`src/rtl/java_cpu_timer.sv`:
```
// java_cpu_timer: memory-mapped down-counting timer on the java_cpu bus.
// Optional capture input enabled with `define TIMER_CAPTURE_EN.
module java_cpu_timer #(
  parameter int WIDTH     = 32,
  parameter int ADDR_BITS = 3
) (
  input  logic        clk,
  input  logic        nreset,
  input  logic        mem_valid,
  input  logic        mem_nwr,
  input  logic [31:0] mem_address,
  input  logic [31:0] mem_data_in,
  output logic [31:0] mem_data_out,
  output logic        mem_ready,
  output logic        interrupt,
  input  logic        interrupt_ack
`ifdef TIMER_CAPTURE_EN
  ,
  input  logic        capture_in
`endif
);

  logic [ADDR_BITS-1:0] sel;
  logic                 access;
  logic                 wr;
  logic                 rd;
  logic                 s_ctrl;
  logic                 s_pre;
  logic                 s_rel;
  logic                 s_cnt;
  logic                 s_stat;
  logic                 s_cap;
  logic [WIDTH-1:0]     wdat;

  logic             en;
  logic             ie;
  logic             auto_r;
  logic [WIDTH-1:0] prescale;
  logic [WIDTH-1:0] reload;
  logic [WIDTH-1:0] count;
  logic [WIDTH-1:0] pcnt;
  logic             pend;
  logic             capf;
  logic             tick;
  logic             expire;
  logic [31:0]      rdata;
  logic             unused_bits;

  assign sel    = mem_address[ADDR_BITS-1:0];
  assign access = mem_valid & ~mem_ready;
  assign wr     = access & ~mem_nwr;
  assign rd     = access & mem_nwr;
  assign wdat   = mem_data_in[WIDTH-1:0];

  assign s_ctrl = sel == ADDR_BITS'(0);
  assign s_pre  = sel == ADDR_BITS'(1);
  assign s_rel  = sel == ADDR_BITS'(2);
  assign s_cnt  = sel == ADDR_BITS'(3);
  assign s_stat = sel == ADDR_BITS'(4);
  assign s_cap  = sel == ADDR_BITS'(5);

  assign unused_bits = ^{mem_address, mem_data_in, s_cap};

  assign tick   = en & (pcnt == prescale);
  assign expire = tick & (count == '0);

  assign interrupt = pend & ie;

  always_ff @(posedge clk or negedge nreset) begin
    if (!nreset) begin
      mem_ready    <= 1'b0;
      mem_data_out <= '0;
    end else begin
      mem_ready <= mem_valid;
      if (rd)
        mem_data_out <= rdata;
    end
  end

  always_ff @(posedge clk or negedge nreset) begin
    if (!nreset) begin
      en       <= 1'b0;
      ie       <= 1'b0;
      auto_r   <= 1'b0;
      prescale <= '0;
      reload   <= '0;
    end else begin
      // CPU write beats the one-shot clear of EN
      if (wr && s_ctrl) begin
        en     <= mem_data_in[0];
        ie     <= mem_data_in[1];
        auto_r <= mem_data_in[2];
      end else if (expire && !auto_r) begin
        en <= 1'b0;
      end
      if (wr && s_pre)
        prescale <= wdat;
      if (wr && s_rel)
        reload <= wdat;
    end
  end

  always_ff @(posedge clk or negedge nreset) begin
    if (!nreset) begin
      pcnt <= '0;
    end else if (wr && (s_cnt || s_pre)) begin
      pcnt <= '0;
    end else if (!en || tick) begin
      pcnt <= '0;
    end else begin
      pcnt <= pcnt + WIDTH'(1);
    end
  end

  always_ff @(posedge clk or negedge nreset) begin
    if (!nreset) begin
      count <= '0;
    end else if (wr && s_cnt) begin
      count <= wdat;
    end else if (tick) begin
      if (count != '0)
        count <= count - WIDTH'(1);
      else if (auto_r)
        count <= reload;
    end
  end

  always_ff @(posedge clk or negedge nreset) begin
    if (!nreset) begin
      pend <= 1'b0;
    end else if (expire) begin
      pend <= 1'b1;
    end else if (interrupt_ack || (wr && s_stat && mem_data_in[0])) begin
      pend <= 1'b0;
    end
  end

`ifdef TIMER_CAPTURE_EN
  logic [2:0]       cap_sync;
  logic             cap_rise;
  logic [WIDTH-1:0] capture;

  // [1] is the synchronised level, [2] its previous value
  assign cap_rise = cap_sync[1] & ~cap_sync[2];

  always_ff @(posedge clk or negedge nreset) begin
    if (!nreset) begin
      cap_sync <= '0;
      capture  <= '0;
      capf     <= 1'b0;
    end else begin
      cap_sync <= {cap_sync[1:0], capture_in};
      if (cap_rise) begin
        capture <= count;
        capf    <= 1'b1;
      end else if (wr && s_stat && mem_data_in[1]) begin
        capf <= 1'b0;
      end
    end
  end
`else
  assign capf = 1'b0;
`endif

  always_comb begin
    rdata = '0;
    unique case (1'b1)
      s_ctrl: rdata[2:0] = {auto_r, ie, en};
      s_pre:  rdata[WIDTH-1:0] = prescale;
      s_rel:  rdata[WIDTH-1:0] = reload;
      s_cnt:  rdata[WIDTH-1:0] = count;
      s_stat: rdata[1:0] = {capf, pend};
`ifdef TIMER_CAPTURE_EN
      s_cap:  rdata[WIDTH-1:0] = capture;
`endif
      default: rdata = '0;
    endcase
  end

endmodule

```
`config.mk`:
```
export PLATFORM = sky130hd
export DESIGN_NAME = java_cpu_timer
export DESIGN_NICKNAME = d
export VERILOG_FILES = /design/src/rtl/java_cpu_timer.sv
export SDC_FILE = /design/constraint.sdc
export NUM_CORES = 1
export LEC_CHECK = 0
export BUFFER_PORTS_ARGS = -buffer_cell sky130_fd_sc_hd__buf_2
export CORE_ASPECT_RATIO = 0.7
export CORE_MARGIN = 2
export CORE_UTILIZATION = 40
export CTS_BUF_LIST = sky130_fd_sc_hd__clkbuf_4
export DETAILED_ROUTE_END_ITERATION = 12
export GPL_ROUTABILITY_DRIVEN = 0
export PLACE_DENSITY = 0.69
export REMOVE_ABC_BUFFERS = 1
export SYNTH_ARGS = -nofsm -noshare
export SYNTH_HDL_FRONTEND = slang
export SYNTH_SLANG_ARGS = --single-unit
```
`constraint.sdc`:
```
create_clock -name clk -period 3.6 [get_ports clk]
set_clock_uncertainty 0.1 [all_clocks]
set_input_delay 0.18 -clock clk [delete_from_list [all_inputs] [get_ports clk]]
set_output_delay 0.18 -clock clk [all_outputs]
set_load 0.05 [all_outputs]
```
After elaboration in Yosys (flattened, before gate mapping)
Cells that the tools add are included.
{"block": "word_totals", "reg_bits": 165, "latch_bits": 0, "ramBits": 0, "rom_bits": 0, "out_inout_bits": 34, "memories": 0}
{"block": "classes", "n_addsub": 2, "multipliers": 0, "n_div": 0, "magnitude_cmp": 0, "n_eq_ne": 5, "shifts": 0, "n_mux": 13, "n_bitwise": 8, "n_reduce_logical": 21}
{"op": "$mux 32", "count": 6}
{"op": "$pmux 29 s3", "count": 1}
{"op": "$add 32x1->32 const B", "count": 1}
{"op": "$eq 32x32->1", "count": 1}
{"op": "$logic_not 32->1", "count": 1}
{"op": "$reduce_bool 32->1", "count": 1}
{"op": "$sub 32x1->32 const B", "count": 1}
{"op": "$pmux 2 s5", "count": 1}
{"op": "$logic_and 1x1->1", "count": 8}
{"op": "$and 1x1->1", "count": 6}
{"op": "$eq 3x2->1 const B", "count": 2}
{"op": "$reduce_bool 2->1", "count": 3}
{"op": "$mux 1", "count": 4}
{"op": "$pmux 1 s4", "count": 1}
{"op": "$eq 3x1->1 const B", "count": 1}
{"op": "$eq 3x3->1 const B", "count": 1}
{"op": "$logic_not 3->1", "count": 1}
{"op": "$logic_or 1x1->1", "count": 3}
{"op": "$reduce_bool 3->1", "count": 1}
{"op": "$logic_not 1->1", "count": 2}
{"op": "$not 1->1", "count": 2}
{"op": "$reduce_and 2->1", "count": 1}

Logic depth before layout (Yosys ltp)
Gate-level depths: netlist of the first run.
{"block": "depth", "depth_word": 8, "mapped_depth": 11}

Worst setup path before layout of the first run
No wires, ideal clock.
{"block": "synth_timing", "kind": "register -> register", "startpoint": "reg count[8]", "endpoint": "reg count[5]", "t_arrival_ns": 2.482, "t_required_ns": 3.379, "path_slack_ns": 0.897, "path_stages_with_launch": 9, "synth_period_minus_slack_ns": 2.703, "path_cell_list": "dfrtp_1 > or4_4 > or4_4 > buf_6 > or3_4 > and3_1 > a21oi_2 > o21ai_1 > o22a_1"}
{"block": "synth_between", "elab_chain_cells": 4, "word_cells_on_any_way": 6, "classes_between": "mux: 3; reduce/logical: 3"}
{"item": "start, declared", "line_no": "40", "text": "logic [WIDTH-1:0] count;"}
{"item": "start signal, assigned", "line_no": "119", "text": "count <= wdat;"}
{"item": "start signal, assigned", "line_no": "122", "text": "count <= count - WIDTH'(1);"}
{"item": "start signal, assigned", "line_no": "124", "text": "count <= reload;"}
{"item": "$reduce_bool 32->1 *", "line_no": "121", "text": "if (count != '0)"}
{"item": "$mux 32", "line_no": "121"}
{"item": "$mux 32", "line_no": "120", "text": "end else if (tick) begin"}
{"item": "$mux 32", "line_no": "118", "text": "end else if (wr && s_cnt) begin"}
Mark *: on every way between the ends. The rest lies on a longest branch, timed or not. The select of a mux whose other input is x is not followed.
A chain may end at the register's enable or synchronous reset.

Worst setup path in the final report of the first run
{"block": "layout_timing", "startpoint": "reg count[19]", "endpoint": "reg count[4]"}
Same word-level chain as after synthesis.

==> results of run 1 <==
## through the flow
stage / worst slack, ns / utilization [%] / hold WS [ns] / power (mW)
2_1_floorplan: 0.722 / - / -0.216 / 3.04
3_3_place_gp: 0.569 / 44.0 / 0.218 / 3.39
3_5_place_dp: 0.588 / 44.0 / 0.222 / 3.42
4_1_cts: 0.553 / 47.0 / 0.0665 / 4.48
5_1_grt: 0.290 / 47.0 / 0.114 / 4.70
6_report: 0.495 / 47.0 / 0.134 / 4.46
## where the power goes
group	internal (mW)	switching [mW]
Clock	0.352	0.683
Sequential	2.12	0.316
Combinational	0.450	0.537
## flip-flops by register name, summed over array words and instances (netlist names)
name and count:
auto_r 1, count 32, en 1, ie 1
mem_data_out 32, mem_ready 1, pcnt 32, pend 1
prescale 32, reload 32
## area by class of cell
cell class	count	area share [%]
multi-input combinational	654	43.2
clock inverter	12	1.06
inverter	10	0.370
sequential	165	40.6
clock buffer	19	1.40
tap	282	3.47
timing repair buffer	141	9.89
## worst max path at each step
stage	startpoint	to	slack (ns)	depth (start not counted)
2_1_floorplan	mem_ready	reload[0]	0.72	4
3_3_place_gp	count[19]	count[4]	0.57	8
3_5_place_dp	count[18]	count[4]	0.59	8
4_1_cts	count[19]	count[4]	0.55	8
5_1_grt	count[19]	count[4]	0.29	8
6_report	count[19]	count[4]	0.49	8
## tightest hold or removal path, delay by kind of cell
family,cells,cell delay [ns]
buffers and inverters,1,0.29
AOI/OAI and AO/OA,2,0.33
## cell families after synthesis
group           after synthesis  share of synthesized area, %
mux                          97                          12.7
compound gates              195                          13.6
simple gates                292                          16.6
flops                       165                          47.0
xor+xnor                     67                          6.69
buf+inv                      60                          3.02
fa+ha+maj                     3                         0.428
## per-layer routing
layer	global-route usage (%)	part of all wire, %
met2	30.5	41
met3	5.60	7.0
met5	0	0
met1	33.8	50
met4	6.65	2.0
## Yosys cell counts (7+ instances only)
| master | n |
|---|---|
| or3_1 | 7 |
| xnor2_1 | 48 |
| a21oi_1 | 51 |
| inv_1 | 10 |
| nand4_1 | 12 |
| nor4_1 | 9 |
| dfrtp_1 | 165 |
| nor3_1 | 14 |
| clkbuf_1 | 33 |
| and3_1 | 13 |
| a31oi_1 | 8 |
| mux2_2 | 94 |
| a22oi_1 | 29 |
| nand3_1 | 29 |
| xor2_1 | 19 |
| o21ai_0 | 59 |
| buf_1 | 8 |
| nor2_1 | 90 |
| nand2_1 | 84 |
==> impl_metrics.csv, run 1 <==
group,metric,value,unit
routing,wl_per_cell,19.1,um
layout,diodes,0,
routing,vias,7253,
logic_synthesis,synth_top_area_cell,"dfrtp_1",
cts,cts-root-buf,"clkbuf_4",
worst_hold_path,hold_class,"input port to flop",
die,chipWidth,181,um
placed_design,dp.final_hpwl,17200,um
timing,fmax,322,MHz
cts,clk_pin_slew_worst_paths,0.13,ns
layout,fin_nets,1061,
setup_path,rrSetupSlack,0.49,ns
setup_path,end_kind,"flop",
cts,cts_sinks,165,
setup_path,crit_family,"simple AND/OR/NAND/NOR gates",
timing,fin_crit,3.11,ns
setup_path,worstRegToRegCells,8,
cts,cts_tree,"done",
setup_path,critPathKind,"flop to flop",
logic_synthesis,synth_edf_count,0,
worst_hold_path,hp-start,"mem_address[1]",
cts,clk_latency,0.60,ns
global_route,grt_pass1_wl,39500,um
global_route,grt_max_degree,96,
cts,postCtsSetupRepairBufs,0,
setup_path,r2r_end,"count[4]",
setup_path,crit_chain,"or4_1 > or3_1 > nor3_4 > buf_12 > nor2_1 > nor4_1 > a21oi_1 > o21ai_1",
logic_synthesis,synth_seq_cells,165,
logic_synthesis,netlist_area,0.00878,mm2
logic_synthesis,synth_top_cell_area_share,47.0,%
routing,postRouteAntennaNets,0,
routing,drc,0,
setup_path,worst-path-max-fanout,20,
die,initial_core_util,40.6,%
run_status,status,"finished, final reports clean",
timing,min_period_over_period,86.3,%
layout,final_common_cell,"dfrtp_1",
timing,report.final.slew_viol_count,0,
cts,postCtsResizedCells,0,
cts,cts_buffer_depth,2,
layout,layout_common_cells,"165 x dfrtp_1, 94 x mux2_2, 90 x nor2_1",
logic_synthesis,synthTopCellsByArea,"dfrtp_1 47%, mux2_2 12%, xnor2_1 4.8%",
setup_path,cp-start-kind,"flop",
routing,routed_wirelength,24600,um
cts,hold_buffers,39,
timing,setup-violations-final,0,
setup_path,worst_path_max_delay_cell,"or4_1",
logic_synthesis,yosysWarnings,0,
placed_design,port_buffers,73,
cts,cts_made_buffers,17,
worst_hold_path,hold_path_depth,3,
setup_path,worstPathArrival,3.53,ns
pwr,p_leak,4.32,nW
die,core_area,0.0216,mm2
logic_synthesis,synth_seq_area_share,47.0,%
worst_hold_path,hold_end,"mem_data_out[21]",
die,num_rows,45,
layout,finalInstanceArea,0.0102,mm2
timing,slew_headroom,19.0,%
logic_synthesis,synth_cell_types,65,
layout,multi_input_area,0.00438,mm2
routing,via_per_inst,5.65,
setup_path,cp_num_buf_inv,1,
timing,hold_viol,0,
flow_run,maxCapViolCount,0,
die,dieArea,0.0232,mm2
pwr,powerDensity,439,mW/mm2
die,io_pins,103,
setup_path,cp.required,4.02,ns
logic_synthesis,syn_avg_cell_area,9.98,um2
timing,worst_slew_pin_slew,1.21,ns
setup_path,r2r_start,"count[19]",
global_route,antenna_found_initial,0,
cts,htreeDepth,4,
layout,fill_cells,2075,
placed_design,place_area,0.00952,mm2
setup_path,cpPeakStageDelay,0.66,ns
routing,drt_iter0_drc,763,
logic_synthesis,synth_cells,879,
pwr,ir_worst_vdd,0.000250,V
global_route,overflow,0,
timing,setup-tns-final,0,ns
timing,rsz0062_at_grt,"no",
routing,first_pass_iters,7,
layout,final_layout_size_suffix_gt1_share,24.4,%
layout,seq_area,0.00413,mm2
layout,areaGrowthSynthToFinish,15.8,%
die,dieHeight,128,um
placed_design,dp_cells,1213,
layout,layout.cells.non_filler,1283,
logic_synthesis,yosys_most_used_dff,"dfrtp_1",
global_route,track_usage,22.1,%
global_route,grt_pass1_vias,6777,
logic_synthesis,ys_async_sr_fraction,100,%
No activity file was read; power rests on OpenSTA's default activity.
==> run 2: changes to the inputs <==
--- a/config.mk
+++ b/config.mk
@@ -13,6 +13,7 @@
 export DETAILED_ROUTE_END_ITERATION = 12
 export GPL_ROUTABILITY_DRIVEN = 0
 export PLACE_DENSITY = 0.69
+export RECOVER_POWER = 50
 export REMOVE_ABC_BUFFERS = 1
 export SYNTH_ARGS = -nofsm -noshare
 export SYNTH_HDL_FRONTEND = slang
==> impl_metrics.csv, run 2 (synthesis results as in run 1) <==
group,metric,value,unit
die,dieArea,0.0232,mm2
setup_path,worst_path_max_delay_cell,"or4_1",
timing,fmax,321,MHz
timing,worst_slew_pin_slew,2.46,ns
setup_path,r2r_start,"count[19]",
routing,via_per_inst,5.65,
pwr,p_total,4.46,mW
routing,postRouteAntennaNets,0,
timing,setup-tns-final,0,ns
setup_path,worst-path-max-fanout,20,
routing,routed_wirelength,24600,um
setup_path,critPathKind,"flop to flop",
layout,fin_util,46.8,%
routing,drc,0,
setup_path,crit_start,"count[19]",
pwr,switching_share,34.6,%
die,dieHeight,128,um
setup_path,end_kind,"flop",
cts,cts-root-buf,"clkbuf_4",
run_status,violations,"max-capacitance violations, max-slew violations",
layout,seq_area,0.00413,mm2
routing,wl_per_cell,19.2,um
pwr,p_int,2.92,mW
pwr,p_clk_share,23.4,%
pwr,ir_worst_vdd,0.000251,V
timing,hold_viol,0,
layout,final_common_cell,"dfrtp_1",
timing,setup-violations-final,0,
setup_path,endpoint,"count[4]",
routing,vias,7255,
timing,hold_ws,0.121,ns
layout,finalInstanceArea,0.0101,mm2
placed_design,dp.final_hpwl,17200,um
timing,slew_headroom,-63.9,%
placed_design,dp_cells,1213,
setup_path,rrSetupSlack,0.48,ns
layout,areaGrowthSynthToFinish,15.4,%
pwr,powerDensity,440,mW/mm2
layout,fill_cells,2089,
placed_design,port_buffers,73,
timing,setup_ws,0.485,ns
cts,clk_latency,0.60,ns
cts,postCtsResizedCells,0,
setup_path,cpPeakStageDelay,0.66,ns
flow_run,maxCapViolCount,2,
cts,cts_sinks,165,
worst_hold_path,hp-start,"mem_address[1]",
setup_path,worstPathArrival,3.54,ns
global_route,use_met3,5.60,%
layout,multi_input_area,0.00438,mm2
die,core_area,0.0216,mm2
routing,first_pass_iters,7,
run_status,status,"finished with violations",
setup_path,worstRegToRegCells,8,
placed_design,pre_cts_ws,0.588,ns
layout,diodes,0,
global_route,met1_usage,33.8,%
layout,layout_common_cells,"165 x dfrtp_1, 94 x mux2_2, 90 x nor2_1",
global_route,grt_pass1_wl,39500,um
timing,min_period_over_period,86.5,%
die,num_rows,45,
layout,final_layout_size_suffix_gt1_share,22.9,%
global_route,antenna_found_initial,0,
pwr,seq_power_share,54.6,%
layout,fin_nets,1061,
setup_path,crit_chain,"or4_1 > or3_1 > nor3_4 > buf_12 > nor2_1 > nor4_1 > a21oi_1 > o21ai_1",
cts,cts_tree,"done",
setup_path,cp.required,4.02,ns
pwr,p_leak,4.25,nW
setup_path,r2r_end,"count[4]",
die,chipWidth,181,um
global_route,grt_util_met2,30.5,%
layout,layout.cells.non_filler,1283,
placed_design,place_area,0.00952,mm2
cts,clk_pin_slew_worst_paths,0.14,ns
cts,cts_buffer_depth,2,
timing,fin_crit,3.12,ns
global_route,overflow,0,
global_route,top_usage_layer,"met1",
die,io_pins,103,
setup_path,cp-start-kind,"flop",
timing,rsz0062_at_grt,"no",
pwr,pwr-share-comb,22.0,%
cts,htreeDepth,4,
pwr,p_sw,1.54,mW
global_route,track_usage,22.1,%
routing,drt_iter0_drc,677,
timing,report.final.slew_viol_count,130,
die,initial_core_util,40.6,%
cts,cts_made_buffers,17,
global_route,grt_pass1_vias,6777,
worst_hold_path,hold_class,"input port to flop",
global_route,grt_max_degree,96,
## run 2: changes by cell type in the layout (fill, tap and decap cells not counted)
cell      previous run  this run
buf_6                1         0
buf_4               27        25
clkbuf_2             0         2
buf_2               72        58
clkbuf_1             0        15
## run 2: final cells by class
cell class | count | share of cell area (%)
multi-input combinational | 654 | 43.3
sequential | 165 | 40.8
timing repair buffer | 141 | 9.62
tap | 282 | 3.48
clock buffer | 19 | 1.41
clock inverter | 12 | 1.06
inverter | 10 | 0.371
## run 2: per-layer routing
layer	routed length, um	part of all wire [%]
met1	12400	50
met2	10100	41
met3	1610	6.6
met4	517	2.1
met5	0	0
## run 2: timing repair
action	in CTS	in global routing
endpoints found under the hold margin	197	0
hold buffers	39	0
buffers inserted	0	0
## run 2: how the worst min path moves through the flow
stage / end / cells past startpoint
floorplan: auto_r / 0
global placement: mem_ready / 1
detailed placement: mem_ready / 1
CTS: mem_data_out[19] / 3
global route: mem_data_out[21] / 3
finish: mem_data_out[19] / 3
## run 2: power by group through the flow
| stage | Combinational [mW] | Sequential [mW] | Clock (mW) |
|---|---|---|---|
| 3_3_place_gp | 0.937 | 2.45 | 0 |
| 5_1_grt | 1.08 | 2.47 | 1.14 |
| 4_1_cts | 0.988 | 2.43 | 1.07 |
| 3_5_place_dp | 0.953 | 2.47 | 0 |
| 6_report | 0.981 | 2.44 | 1.04 |
| 2_1_floorplan | 0.532 | 2.51 | 0 |
## run 2: worst max-delay path: cells and delay by family, from the launching register on
kind	cells	cell delay (ns)
AOI/OAI and AO/OA	2	0.21
buffers and inverters	1	0.22
and+or+nand+nor	5	2.04
DFF	1	0.46
